--- src/rtl/ex_stage_pkg.sv ---
// Shared CPU definitions for the execute stage: opcodes, forwarding selects,
// flag bit positions and the opcode-to-flag-write classification.
package ex_stage_pkg;

  localparam int DATA_W = 16;
  localparam int FLAG_W = 3;

  // Bit positions inside the {Z,V,N} flag vector
  localparam int FLAG_Z = 2;
  localparam int FLAG_V = 1;
  localparam int FLAG_N = 0;

  typedef enum logic [3:0] {
    OP_ADD    = 4'h0,
    OP_SUB    = 4'h1,
    OP_XOR    = 4'h2,
    OP_RED    = 4'h3,
    OP_SLL    = 4'h4,
    OP_SRA    = 4'h5,
    OP_ROR    = 4'h6,
    OP_PADDSB = 4'h7,
    OP_LW     = 4'h8,
    OP_SW     = 4'h9,
    OP_LLB    = 4'hA,
    OP_LHB    = 4'hB,
    OP_B      = 4'hC,
    OP_BR     = 4'hD,
    OP_PCS    = 4'hE,
    OP_HLT    = 4'hF
  } opcode_e;

  typedef enum logic [1:0] {
    FWD_REG     = 2'b00,
    FWD_WB      = 2'b01,
    FWD_MEM     = 2'b10,
    FWD_REG_ALT = 2'b11
  } fwd_sel_e;

  typedef enum logic [1:0] {
    FL_NONE,
    FL_Z,
    FL_ZVN
  } flag_class_e;

  function automatic flag_class_e flag_class(input opcode_e op);
    case (op)
      OP_ADD, OP_SUB:                 return FL_ZVN;
      OP_XOR, OP_SLL, OP_SRA, OP_ROR: return FL_Z;
      default:                        return FL_NONE;
    endcase
  endfunction

endpackage

--- src/rtl/ex_stage_if.sv ---
// ID/EX-to-EX bundle: operands, controls, forwarding and the stage results.
interface ex_stage_if;

  logic        stall;
  logic [15:0] EX_instr;
  logic [15:0] EX_pc;
  logic [15:0] EX_ReadData1;
  logic [15:0] EX_ReadData2;
  logic [15:0] EX_Imm;
  logic        EX_ALUSrc;
  logic        EX_FLAG_Enable;
  logic        EX_LoadUpper;
  logic        EX_PCSave;
  logic [1:0]  fwdA;
  logic [1:0]  fwdB;
  logic [15:0] MEM_ALUResult;
  logic [15:0] WB_WriteData;
  logic [15:0] EX_ALUResult;
  logic [15:0] EX_StoreData;
  logic [2:0]  FLAGS;

  modport master (
    output stall, EX_instr, EX_pc, EX_ReadData1, EX_ReadData2, EX_Imm,
           EX_ALUSrc, EX_FLAG_Enable, EX_LoadUpper, EX_PCSave,
           fwdA, fwdB, MEM_ALUResult, WB_WriteData,
    input  EX_ALUResult, EX_StoreData, FLAGS
  );

  modport slave (
    input  stall, EX_instr, EX_pc, EX_ReadData1, EX_ReadData2, EX_Imm,
           EX_ALUSrc, EX_FLAG_Enable, EX_LoadUpper, EX_PCSave,
           fwdA, fwdB, MEM_ALUResult, WB_WriteData,
    output EX_ALUResult, EX_StoreData, FLAGS
  );

endinterface

--- src/rtl/ex_stage_alu16.sv ---
// Combinational 16-bit ALU: saturating add/sub, bitwise/shift ops, RED,
// PADDSB, address and load-byte forms, with PC-save override.
module alu16
  import ex_stage_pkg::*;
(
  input  opcode_e                  op,
  input  logic signed [DATA_W-1:0] a,
  input  logic signed [DATA_W-1:0] b,
  input  logic signed [DATA_W-1:0] imm,
  input  logic        [DATA_W-1:0] pc,
  input  logic                     pc_save,
  input  logic                     load_upper,
  output logic signed [DATA_W-1:0] result,
  output logic                     sat
);

  function automatic logic sat_ovf17(input logic signed [16:0] x);
    return x[16] ^ x[15];
  endfunction

  function automatic logic signed [15:0] sat16(input logic signed [16:0] x);
    if (sat_ovf17(x)) return x[16] ? 16'sh8000 : 16'sh7FFF;
    return x[15:0];
  endfunction

  function automatic logic signed [3:0] sat4(input logic signed [4:0] x);
    if (x[4] ^ x[3]) return x[4] ? 4'sh8 : 4'sh7;
    return x[3:0];
  endfunction

  logic signed [16:0] add_w, sub_w;
  logic signed [9:0]  red_w;
  logic        [15:0] paddsb_w;
  logic        [31:0] ror_w;
  logic        [3:0]  shamt;

  assign shamt = b[3:0];
  assign add_w = {a[15], a} + {b[15], b};
  assign sub_w = {a[15], a} - {b[15], b};
  assign red_w = ({{2{a[15]}}, a[15:8]} + {{2{b[15]}}, b[15:8]})
               + ({{2{a[7]}},  a[7:0]}  + {{2{b[7]}},  b[7:0]});
  // Rotating the doubled word leaves the rotated value in the low half
  assign ror_w = {a, a} >> shamt;

  always_comb begin
    paddsb_w = '0;
    for (int i = 0; i < 4; i++) begin
      paddsb_w[4*i +: 4] = sat4({a[4*i+3], a[4*i +: 4]} + {b[4*i+3], b[4*i +: 4]});
    end
  end

  always_comb begin
    result = '0;
    sat    = 1'b0;
    if (pc_save) begin
      result = pc;
    end else begin
      case (op)
        OP_ADD: begin
          result = sat16(add_w);
          sat    = sat_ovf17(add_w);
        end
        OP_SUB: begin
          result = sat16(sub_w);
          sat    = sat_ovf17(sub_w);
        end
        OP_XOR:         result = a ^ b;
        OP_SLL:         result = a << shamt;
        OP_SRA:         result = a >>> shamt;
        OP_ROR:         result = ror_w[15:0];
        OP_RED:         result = {{6{red_w[9]}}, red_w};
        OP_PADDSB:      result = paddsb_w;
        OP_LW, OP_SW:   result = {a[15:1], 1'b0} + imm;
        OP_LLB, OP_LHB: result = load_upper ? {imm[7:0], a[7:0]} : {a[15:8], imm[7:0]};
        default:        result = '0;
      endcase
    end
  end

endmodule

--- src/rtl/pldff.sv ---
// Loadable D flip-flop bank with asynchronous active-high clear.
module pldff #(
  parameter int WIDTH = 1
) (
  input  logic             clk,
  input  logic             rst,
  input  logic             wen,
  input  logic [WIDTH-1:0] d,
  output logic [WIDTH-1:0] q
);

  always_ff @(posedge clk or posedge rst) begin
    if (rst)      q <= '0;
    else if (wen) q <= d;
  end

endmodule

--- src/rtl/ex_stage.sv ---
// Execute stage: forwarding/ALUSrc operand muxes, alu16 datapath and the
// {Z,V,N} flag register consumed by branch resolution.
module ex_stage
  import ex_stage_pkg::*;
(
  input logic         clk,
  input logic         rst,
  ex_stage_if.slave   ex
);

  function automatic logic [DATA_W-1:0] fwd_mux(input logic [1:0] sel,
                                                input logic [DATA_W-1:0] reg_val,
                                                input logic [DATA_W-1:0] wb_val,
                                                input logic [DATA_W-1:0] mem_val);
    case (fwd_sel_e'(sel))
      FWD_WB:  return wb_val;
      FWD_MEM: return mem_val;
      default: return reg_val;
    endcase
  endfunction

  logic signed [DATA_W-1:0] op_a, op_bf, op_b, result;
  logic                     sat;
  opcode_e                  opcode;
  flag_class_e              cls;
  logic        [FLAG_W-1:0] flags_p0, flags_p1;
  logic                     flags_wen;
  logic                     unused_instr;

  assign opcode       = opcode_e'(ex.EX_instr[15:12]);
  assign unused_instr = ^ex.EX_instr[11:0];

  assign op_a  = fwd_mux(ex.fwdA, ex.EX_ReadData1, ex.WB_WriteData, ex.MEM_ALUResult);
  assign op_bf = fwd_mux(ex.fwdB, ex.EX_ReadData2, ex.WB_WriteData, ex.MEM_ALUResult);
  assign op_b  = ex.EX_ALUSrc ? ex.EX_Imm : op_bf;

  alu16 u_alu (
    .op         (opcode),
    .a          (op_a),
    .b          (op_b),
    .imm        (ex.EX_Imm),
    .pc         (ex.EX_pc),
    .pc_save    (ex.EX_PCSave),
    .load_upper (ex.EX_LoadUpper),
    .result     (result),
    .sat        (sat)
  );

  assign ex.EX_ALUResult = result;
  assign ex.EX_StoreData = op_bf;

  // Flags not owned by the current opcode class are rewritten with their held value
  always_comb begin
    cls              = flag_class(opcode);
    flags_p0         = flags_p1;
    flags_p0[FLAG_Z] = (result == '0);
    if (cls == FL_ZVN) begin
      flags_p0[FLAG_V] = sat;
      flags_p0[FLAG_N] = result[DATA_W-1];
    end
    flags_wen = ex.EX_FLAG_Enable & ~ex.stall & (cls != FL_NONE);
  end

  // EX -> flag register boundary
  pldff #(.WIDTH(FLAG_W)) u_flags (
    .clk (clk),
    .rst (rst),
    .wen (flags_wen),
    .d   (flags_p0),
    .q   (flags_p1)
  );

  assign ex.FLAGS = flags_p1;

endmodule

--- src/flat_wrapper.sv ---
// flat-port wrapper written by rule: the top's interface ports become plain ports
module ex_stage_flat import ex_stage_pkg::*;
  (clk, rst, ex_stall, ex_EX_instr, ex_EX_pc, ex_EX_ReadData1, ex_EX_ReadData2, ex_EX_Imm, ex_EX_ALUSrc, ex_EX_FLAG_Enable, ex_EX_LoadUpper, ex_EX_PCSave, ex_fwdA, ex_fwdB, ex_MEM_ALUResult, ex_WB_WriteData, ex_EX_ALUResult, ex_EX_StoreData, ex_FLAGS);
  ex_stage_if ex_i ();
  input logic clk;
  input logic rst;
  input wire logic [$bits(ex_i.stall)-1:0] ex_stall;
  input wire logic [$bits(ex_i.EX_instr)-1:0] ex_EX_instr;
  input wire logic [$bits(ex_i.EX_pc)-1:0] ex_EX_pc;
  input wire logic [$bits(ex_i.EX_ReadData1)-1:0] ex_EX_ReadData1;
  input wire logic [$bits(ex_i.EX_ReadData2)-1:0] ex_EX_ReadData2;
  input wire logic [$bits(ex_i.EX_Imm)-1:0] ex_EX_Imm;
  input wire logic [$bits(ex_i.EX_ALUSrc)-1:0] ex_EX_ALUSrc;
  input wire logic [$bits(ex_i.EX_FLAG_Enable)-1:0] ex_EX_FLAG_Enable;
  input wire logic [$bits(ex_i.EX_LoadUpper)-1:0] ex_EX_LoadUpper;
  input wire logic [$bits(ex_i.EX_PCSave)-1:0] ex_EX_PCSave;
  input wire logic [$bits(ex_i.fwdA)-1:0] ex_fwdA;
  input wire logic [$bits(ex_i.fwdB)-1:0] ex_fwdB;
  input wire logic [$bits(ex_i.MEM_ALUResult)-1:0] ex_MEM_ALUResult;
  input wire logic [$bits(ex_i.WB_WriteData)-1:0] ex_WB_WriteData;
  output wire logic [$bits(ex_i.EX_ALUResult)-1:0] ex_EX_ALUResult;
  output wire logic [$bits(ex_i.EX_StoreData)-1:0] ex_EX_StoreData;
  output wire logic [$bits(ex_i.FLAGS)-1:0] ex_FLAGS;
  assign ex_i.stall = ex_stall;
  assign ex_i.EX_instr = ex_EX_instr;
  assign ex_i.EX_pc = ex_EX_pc;
  assign ex_i.EX_ReadData1 = ex_EX_ReadData1;
  assign ex_i.EX_ReadData2 = ex_EX_ReadData2;
  assign ex_i.EX_Imm = ex_EX_Imm;
  assign ex_i.EX_ALUSrc = ex_EX_ALUSrc;
  assign ex_i.EX_FLAG_Enable = ex_EX_FLAG_Enable;
  assign ex_i.EX_LoadUpper = ex_EX_LoadUpper;
  assign ex_i.EX_PCSave = ex_EX_PCSave;
  assign ex_i.fwdA = ex_fwdA;
  assign ex_i.fwdB = ex_fwdB;
  assign ex_i.MEM_ALUResult = ex_MEM_ALUResult;
  assign ex_i.WB_WriteData = ex_WB_WriteData;
  assign ex_EX_ALUResult = ex_i.EX_ALUResult;
  assign ex_EX_StoreData = ex_i.EX_StoreData;
  assign ex_FLAGS = ex_i.FLAGS;
  ex_stage u_core (.clk(clk), .rst(rst), .ex(ex_i));
endmodule
--- config.mk ---
export PLATFORM = sky130hd
export DESIGN_NAME = ex_stage_flat
export DESIGN_NICKNAME = d
export VERILOG_FILES = /design/src/rtl/ex_stage_pkg.sv /design/src/rtl/ex_stage_if.sv /design/src/rtl/ex_stage_alu16.sv /design/src/rtl/pldff.sv /design/src/rtl/ex_stage.sv /design/src/flat_wrapper.sv
export SDC_FILE = /design/constraint.sdc
export NUM_CORES = 1
export LEC_CHECK = 0
export CORE_ASPECT_RATIO = 1.5
export CORE_MARGIN = 5
export CORE_UTILIZATION = 25
export DETAILED_ROUTE_END_ITERATION = 10
export GPL_TIMING_DRIVEN = 0
export PLACE_DENSITY = 0.45
export SYNTH_ARGS = -nofsm -noshare
export SYNTH_HDL_FRONTEND = slang
export SYNTH_SLANG_ARGS = --single-unit
--- constraint.sdc ---
create_clock -name clk -period 8.8 [get_ports clk]
set_input_delay 1.32 -clock clk [delete_from_list [all_inputs] [get_ports clk]]
set_output_delay 1.32 -clock clk [all_outputs]
set_load 0.01 [all_outputs]
==> metrics.txt, run 1 <==
height of the die=between 200 and 250 µm; Overall Power=between 1 and 1.5 mW; Area Growth Syn to Fin=31.4%; Pins Over Slew Limit=0; max reg flops=3; setup slack, reg-to-reg=between 8000 and 9000 ps; Post-Place Worst Slack=-1490 ps; area of the die=roughly 0.034 mm²; Clock Root Buffer=clkbuf_16; leakage power figure=3.95 nW; final worst-path cycle share=98.5%; share of synthesized registers carrying an async set or reset=100%; Critical Path AT=about 7400 ps; largest registers ranked by flip-flop count=u_core.u_flags.q (3); switching part of the total=58.6%; number of global-route vias before repair=9,748; Final setup violation count=0; worst-case setup margin in the final layout=about 130 ps; via count=slightly below 10,000; Crit Path Category=in2out; ports placed on the boundary=158; number of detailed-routing iterations run before antenna repair=6; leading area contributor after synthesis=ha_1; final worst clock skew=0 ps; CTS tree=done; final routed DRC violation total=0; fmax=~120 MHz; final design area excluding fillers=0.00993 mm²; minimum period implied by the final worst setup slack=8670 ps; layout cell share with drive strength beyond 1=under 10%; area share of the largest cell type after synthesis=9.94%; top cells by count, synth=110 x nand2_1, 101 x nor2_1, 83 x a21oi_1; GRT Residual Overflow=0; cell area after technology mapping=between 0.007 and 0.008 mm²; number of different library cells in the post-synthesis netlist=a little under 90; status=complete, no violations; Detailed Route Iter0 Violations=898; share of power burned in combinational logic=93.6%; global-route met2 utilization=between 40% and 50%; antenna diode count=0; clock-pin transition on the worst setup and hold timing paths=30 ps; number of rows in the core area=78; setup repair after global routing missed its margin=yes; global route hottest layer=met2; Max rail drop VDD=0.0434 mV; type of the most critical hold path=reg2reg; net switching component of the power=836 µW; initial antenna violation count=0; setup total negative slack=0 ps; Syn Inst Count=1,124; post-DP HPWL=approximately 37 mm; startpoint kind of the worst setup timing path=input port; final wirelength=approximately 44 mm; highest fanout seen on the critical path=10; total of max-cap violations=0; worst hold path depth=2; crit path capture=ex_EX_ALUResult[14]; number of buffers added by the clock tree synthesis step=3; largest buffer count on any clock path=2; power share of the sequential group=about 1.2%; Reg2Reg Capture Point=u_core.u_flags.q[0]; power density over cell area=approximately 140 mW/mm²; clk sinks=3; global-route track usage on met1=between 20 and 30%; reg2reg start=u_core.u_flags.q[0]; Final ANT Viol Nets=0; main flop type after synthesis=dfrtp_1; Least-Margin Pin Slew=1360 ps; delay of the slowest cell on the worst path=670 ps; critical path launch point=ex_fwdA[0]; Die W=around 150 µm; Synth Warn #=0; insertion delay to the later sink of the worst-skew pair=~230 ps; path depth of the worst reg2reg path=1; cts hold-fix bufs=0; register containing the most flip-flops in the final layout=u_core.u_flags.q; number of enable-type register cells in the synthesized netlist=0; instance area at placement=roughly 0.0096 mm²; placeable core region=0.0301 mm²; wire length per cell=~26 µm; input/output buffers=about 150; Final Hold Vio Count=0; ordered list of cells on the worst path=clkdlybuf4s50_1, inv_1, ha_1, clkbuf_1, clkbuf_2, a22oi_1, o21ai_2, inv_1, fa_1, or2_2, a31o_2, o21ai_0, a31oi_1, a41oi_1, clkbuf_1, a21oi_1, and3_1, a32oi_1, clkdlybuf4s50_1; maximum number of pins on one net before global-route repair=22; worst-case headroom to the max-slew limit=about 8.6%; CP required=7480 ps; fin nets=around 1,500; endpoint class of the critical path=primary output; most frequent cell after synthesis=nand2_1; met3 Usage GRT=under 10%; gr usage total=about 25%; final estimated routing congestion in global placement=just under 1; initial standard-cell utilization of the core=around 25%; CTS HTree Levels=1; cell with the biggest individual delay on the critical path=o21ai_2; Mapped Nets=around 1,300; part of the total power dissipated in the clock network=under 10%; Avg Cell Area, Syn=approximately 6.7 µm²; wire length of the first global-routing pass=around 64 mm; Hold WS=roughly 480 ps; leading post-synthesis cells by cell area=ha_1 9.9%, fa_1 6.1%, a21oi_1 5.5%, nand2_1 5.5%, o21ai_0 5.3%; internal power of the cells=between 500 and 600 µW; routed vias/inst=slightly below 6; proportion of synthesized chip area in sequential cells=0.994%; number of register bits inferred by synthesis=3
[kinds of logic after synthesis]
group,count (synthesis),share of synthesized area (%)
and+or+nand+nor,351,22.0
adders and majority gates,90,17.0
buffers and inverters,153,8.33
AOI/OAI and AO/OA,434,39.5
xor gates and xnor gates,42,4.87
muxes,51,7.29
DFF,3,0.994
[per-layer routing]
metal / up-vias / wire length [µm]
met5: - / 0
met4: 0 / 2670
met3: 113 / 2380
met2: 496 / 21900
met1: 4738 / 17100
li1: 4534 / -
[critical path: cells and delay by family]
family	cells	cell delay (ps)
adder cells (fa/ha/maj)	2	660
AO/OA/AOI/OAI	8	2220
buffers and inverters	7	2540
AND/OR/NAND/NOR	2	600
[cell usage in the layout (no fill, tap or decap), types with 20 or more instances in the layout]
cell,instances
nor2_1,101
a21o_1,24
fa_1,23
a211oi_1,24
clkdlybuf4s50_1,145
a22oi_1,34
o21ai_0,67
nor3_1,26
clkbuf_1,29
inv_1,78
a31oi_1,20
nand3_1,20
nand2b_1,21
ha_1,59
mux2i_1,37
xnor2_1,32
a21oi_1,79
nand2_1,110
[power by group through the flow]
stage / registers, mW / clock network, mW / logic (mW)
floorplan: 0.0190 / 0 / 0.809
global placement: 0.0177 / 0 / 1.26
detailed placement: 0.0178 / 0 / 1.27
CTS: 0.0177 / 0.0754 / 1.31
global route: 0.0180 / 0.0765 / 1.44
finish: 0.0176 / 0.0744 / 1.34
[metrics by stage]
step | util, % | std cells
2_1_floorplan | - | 1124
3_3_place_gp | 31.6 | 1669
3_5_place_dp | 31.8 | 1674
4_1_cts | 32.7 | 1685
5_1_grt | 33.0 | 1684
6_report | 33.0 | 1684
[repair_timing]
item                                    CTS  global route
setup buffers                             8             1
endpoints found under the setup margin   17             8
pin swaps                                 6             3
resized for setup                        50            34
[layout make-up]
cell class,count,area (µm²)
fillers,3355,20100
multi-input cells,968,7050
flip-flops and latches,3,75.1
clock buffers,4,78.8
repair buffers,159,1570
well taps,400,500
plain buffers,65,329
inverters,85,330
[worst min path at each step]
| stage | slack, ps | from | end |
|---|---|---|---|
| 2_1_floorplan | 510 | u_core.u_flags.q[2] | u_core.u_flags.q[2] |
| 4_1_cts | 490 | u_core.u_flags.q[2] | u_core.u_flags.q[2] |
| 6_report | 480 | u_core.u_flags.q[2] | u_core.u_flags.q[2] |
| 5_1_grt | 510 | u_core.u_flags.q[2] | u_core.u_flags.q[2] |
| 3_3_place_gp | 460 | u_core.u_flags.q[2] | u_core.u_flags.q[2] |
| 3_5_place_dp | 480 | u_core.u_flags.q[2] | u_core.u_flags.q[2] |
No activity file was read; power rests on OpenSTA's default activity.
==> run 2: changes to the inputs <==
--- a/config.mk
+++ b/config.mk
@@ -5,12 +5,11 @@
 export SDC_FILE = /design/constraint.sdc
 export NUM_CORES = 1
 export LEC_CHECK = 0
-export CORE_ASPECT_RATIO = 1.5
 export CORE_MARGIN = 5
-export CORE_UTILIZATION = 25
+export CORE_UTILIZATION = 35
 export DETAILED_ROUTE_END_ITERATION = 10
 export GPL_TIMING_DRIVEN = 0
-export PLACE_DENSITY = 0.45
+export PLACE_DENSITY = 0.58
 export SYNTH_ARGS = -nofsm -noshare
 export SYNTH_HDL_FRONTEND = slang
 export SYNTH_SLANG_ARGS = --single-unit
==> metrics.txt, run 2 (same netlist as run 1, synthesis figures left out) <==
status=complete, no violations; final routed DRC violation total=0; setup slack, reg-to-reg=8030 ps; number of global-route vias before repair=9,469; Pins Over Slew Limit=0; Fill cells=approximately 2,300; Max rail drop VDD=about 0.1 mV; global-route track usage on met1=41.8%; GRT Residual Overflow=0; Area Growth Syn to Fin=28.1%; CP required=roughly 7500 ps; number of detailed-routing iterations run before antenna repair=6; footprint of the multi-input gates=~0.007 mm²; initial antenna violation count=1; worst-case headroom to the max-slew limit=~14%; area of the die=0.0246 mm²; CTS HTree Levels=1; ordered list of cells on the worst path=clkdlybuf4s50_1, inv_1, ha_2, or2_4, o221ai_2, clkbuf_2, clkbuf_4, fa_1, inv_1, fa_1, ha_1, a211oi_1, o21bai_1, a21oi_1, o21ai_0, xor2_1, a2111oi_2, nand4_1, a221oi_1, a21oi_1, clkdlybuf4s50_1; final worst-path cycle share=between 90% and 100%; wire length of the first global-routing pass=just under 60 mm; Crit Path Category=in2out; height of the die=between 150 and 200 µm; number of buffers added by the clock tree synthesis step=3; CTS tree=done; most common cell after layout, fill and taps aside=clkdlybuf4s50_1; largest registers ranked by flip-flop count=u_core.u_flags.q (3); global-route met2 utilization=roughly 50%; number of rows in the core area=53; highest fanout seen on the critical path=11; cell with the biggest individual delay on the critical path=a2111oi_2; input/output buffers=roughly 150; Detailed Route Iter0 Violations=roughly 1,400; Least-Margin Pin Slew=1280 ps; Util after Layout=a little under half; ports placed on the boundary=about 160; antenna diode count=0; endpoint class of the critical path=primary output; total of max-cap violations=0; gr usage total=a little under a third; Critical Path AT=7330 ps; wire length per cell=roughly 25 µm; power density over cell area=144 mW/mm²; placeable core region=0.0212 mm²; Final setup violation count=0; Non-Filler Instances=roughly 1,600; register containing the most flip-flops in the final layout=u_core.u_flags.q; clk sinks=3; combined flip-flop and latch cell area=75.1 µm²; number of placed instances with taps included=about 1,500; maximum number of pins on one net before global-route repair=14; post-DP HPWL=roughly 32 mm; Clock Root Buffer=clkbuf_16; startpoint kind of the worst setup timing path=input port; Final Hold Vio Count=0; most used cells in the layout excluding fill and tap cells=145 x clkdlybuf4s50_1, 109 x nand2_1, 101 x nor2_1; clock-pin transition on the worst setup and hold timing paths=roughly 30 ps; final wirelength=39.0 mm; fmax=around 120 MHz; routed vias/inst=around 6.5; via count=approximately 10,000; fin nets=between 1,000 and 1,500; cts hold-fix bufs=0; final worst clock skew=0 ps; max reg flops=3; global route hottest layer=met2; type of the most critical hold path=reg2reg; layout cell share with drive strength beyond 1=a little under 9%; largest buffer count on any clock path=2; met3 Usage GRT=between 3 and 4%; final estimated routing congestion in global placement=around 1.1; initial standard-cell utilization of the core=35.7%; leakage power figure=just under 4 nW; minimum period implied by the final worst setup slack=approximately 8700 ps; insertion delay to the later sink of the worst-skew pair=~220 ps; delay of the slowest cell on the worst path=roughly 550 ps; Final ANT Viol Nets=0; Die W=around 160 µm
## run 2: changes by cell type in the layout (fill, tap and decap cells not counted), moves of 3 or more
cell,change
buf_4,-3
o21ai_4,-3
a21oi_1,+4
a21oi_2,-4
buf_2,+3
## run 2: final cells by class
class	count	area share (%)
buffer	66	3.32
clock buffer	4	0.815
inverter	85	3.41
multi-input combinational	968	72.2
sequential	3	0.776
tap	275	3.56
timing repair buffer	157	15.9
## run 2: report_power, final
group	total [mW]	internal [mW]	switching, mW
combinational	1.31	0.506	0.802
sequential	0.0177	0.0164	0.00133
clock	0.0711	0.0597	0.0114
## run 2: worst paths after layout
| check | from | end | cells past startpoint |
|---|---|---|---|
| worst max-delay path | ex_fwdB[0] | ex_EX_ALUResult[8] | 21 |
| worst min-delay path | u_core.u_flags.q[0] | u_core.u_flags.q[0] | 1 |
| worst max register to register | u_core.u_flags.q[2] | u_core.u_flags.q[2] | 2 |
| worst min register to register | u_core.u_flags.q[0] | u_core.u_flags.q[0] | 1 |
| max in group asynchronous | rst | u_core.u_flags.q[1] | 2 |
| min in group asynchronous | rst | u_core.u_flags.q[0] | 2 |
## run 2: per-stage QoR
stage	TNS (ps)	setup slack (ps)	instance area [µm²]	hold WS (ps)	power (mW)
floorplan	0	1370	7560	514	0.828
global placement	-13120	-1190	9350	494	1.23
detailed placement	-13080	-1160	9360	500	1.24
CTS	0	16.5	9590	505	1.34
global route	-11.5	-10.5	9680	535	1.48
finish	0	149	9680	503	1.40
## run 2: critical path, delay by kind of cell
family          cells  cell delay, ps
simple gates        2             430
compound gates      8            2060
fa+ha+maj           4            1510
xor+xnor            1             210
buf+inv             6            1780
## run 2: metal layers
layer / part of all wire (%) / routed length, µm
met1: 40 / 15700
met2: 45 / 17600
met3: 9.9 / 3870
met4: 4.6 / 1790
met5: 0.015 / 6
## run 2: repair_timing
action                                  4_1_cts  5_1_grt
resized for setup                            43       22
setup buffers                                 4        6
pin swaps                                     2        5
cloned                                        0        0
endpoints found under the hold margin         0        0
endpoints found under the setup margin       17        7
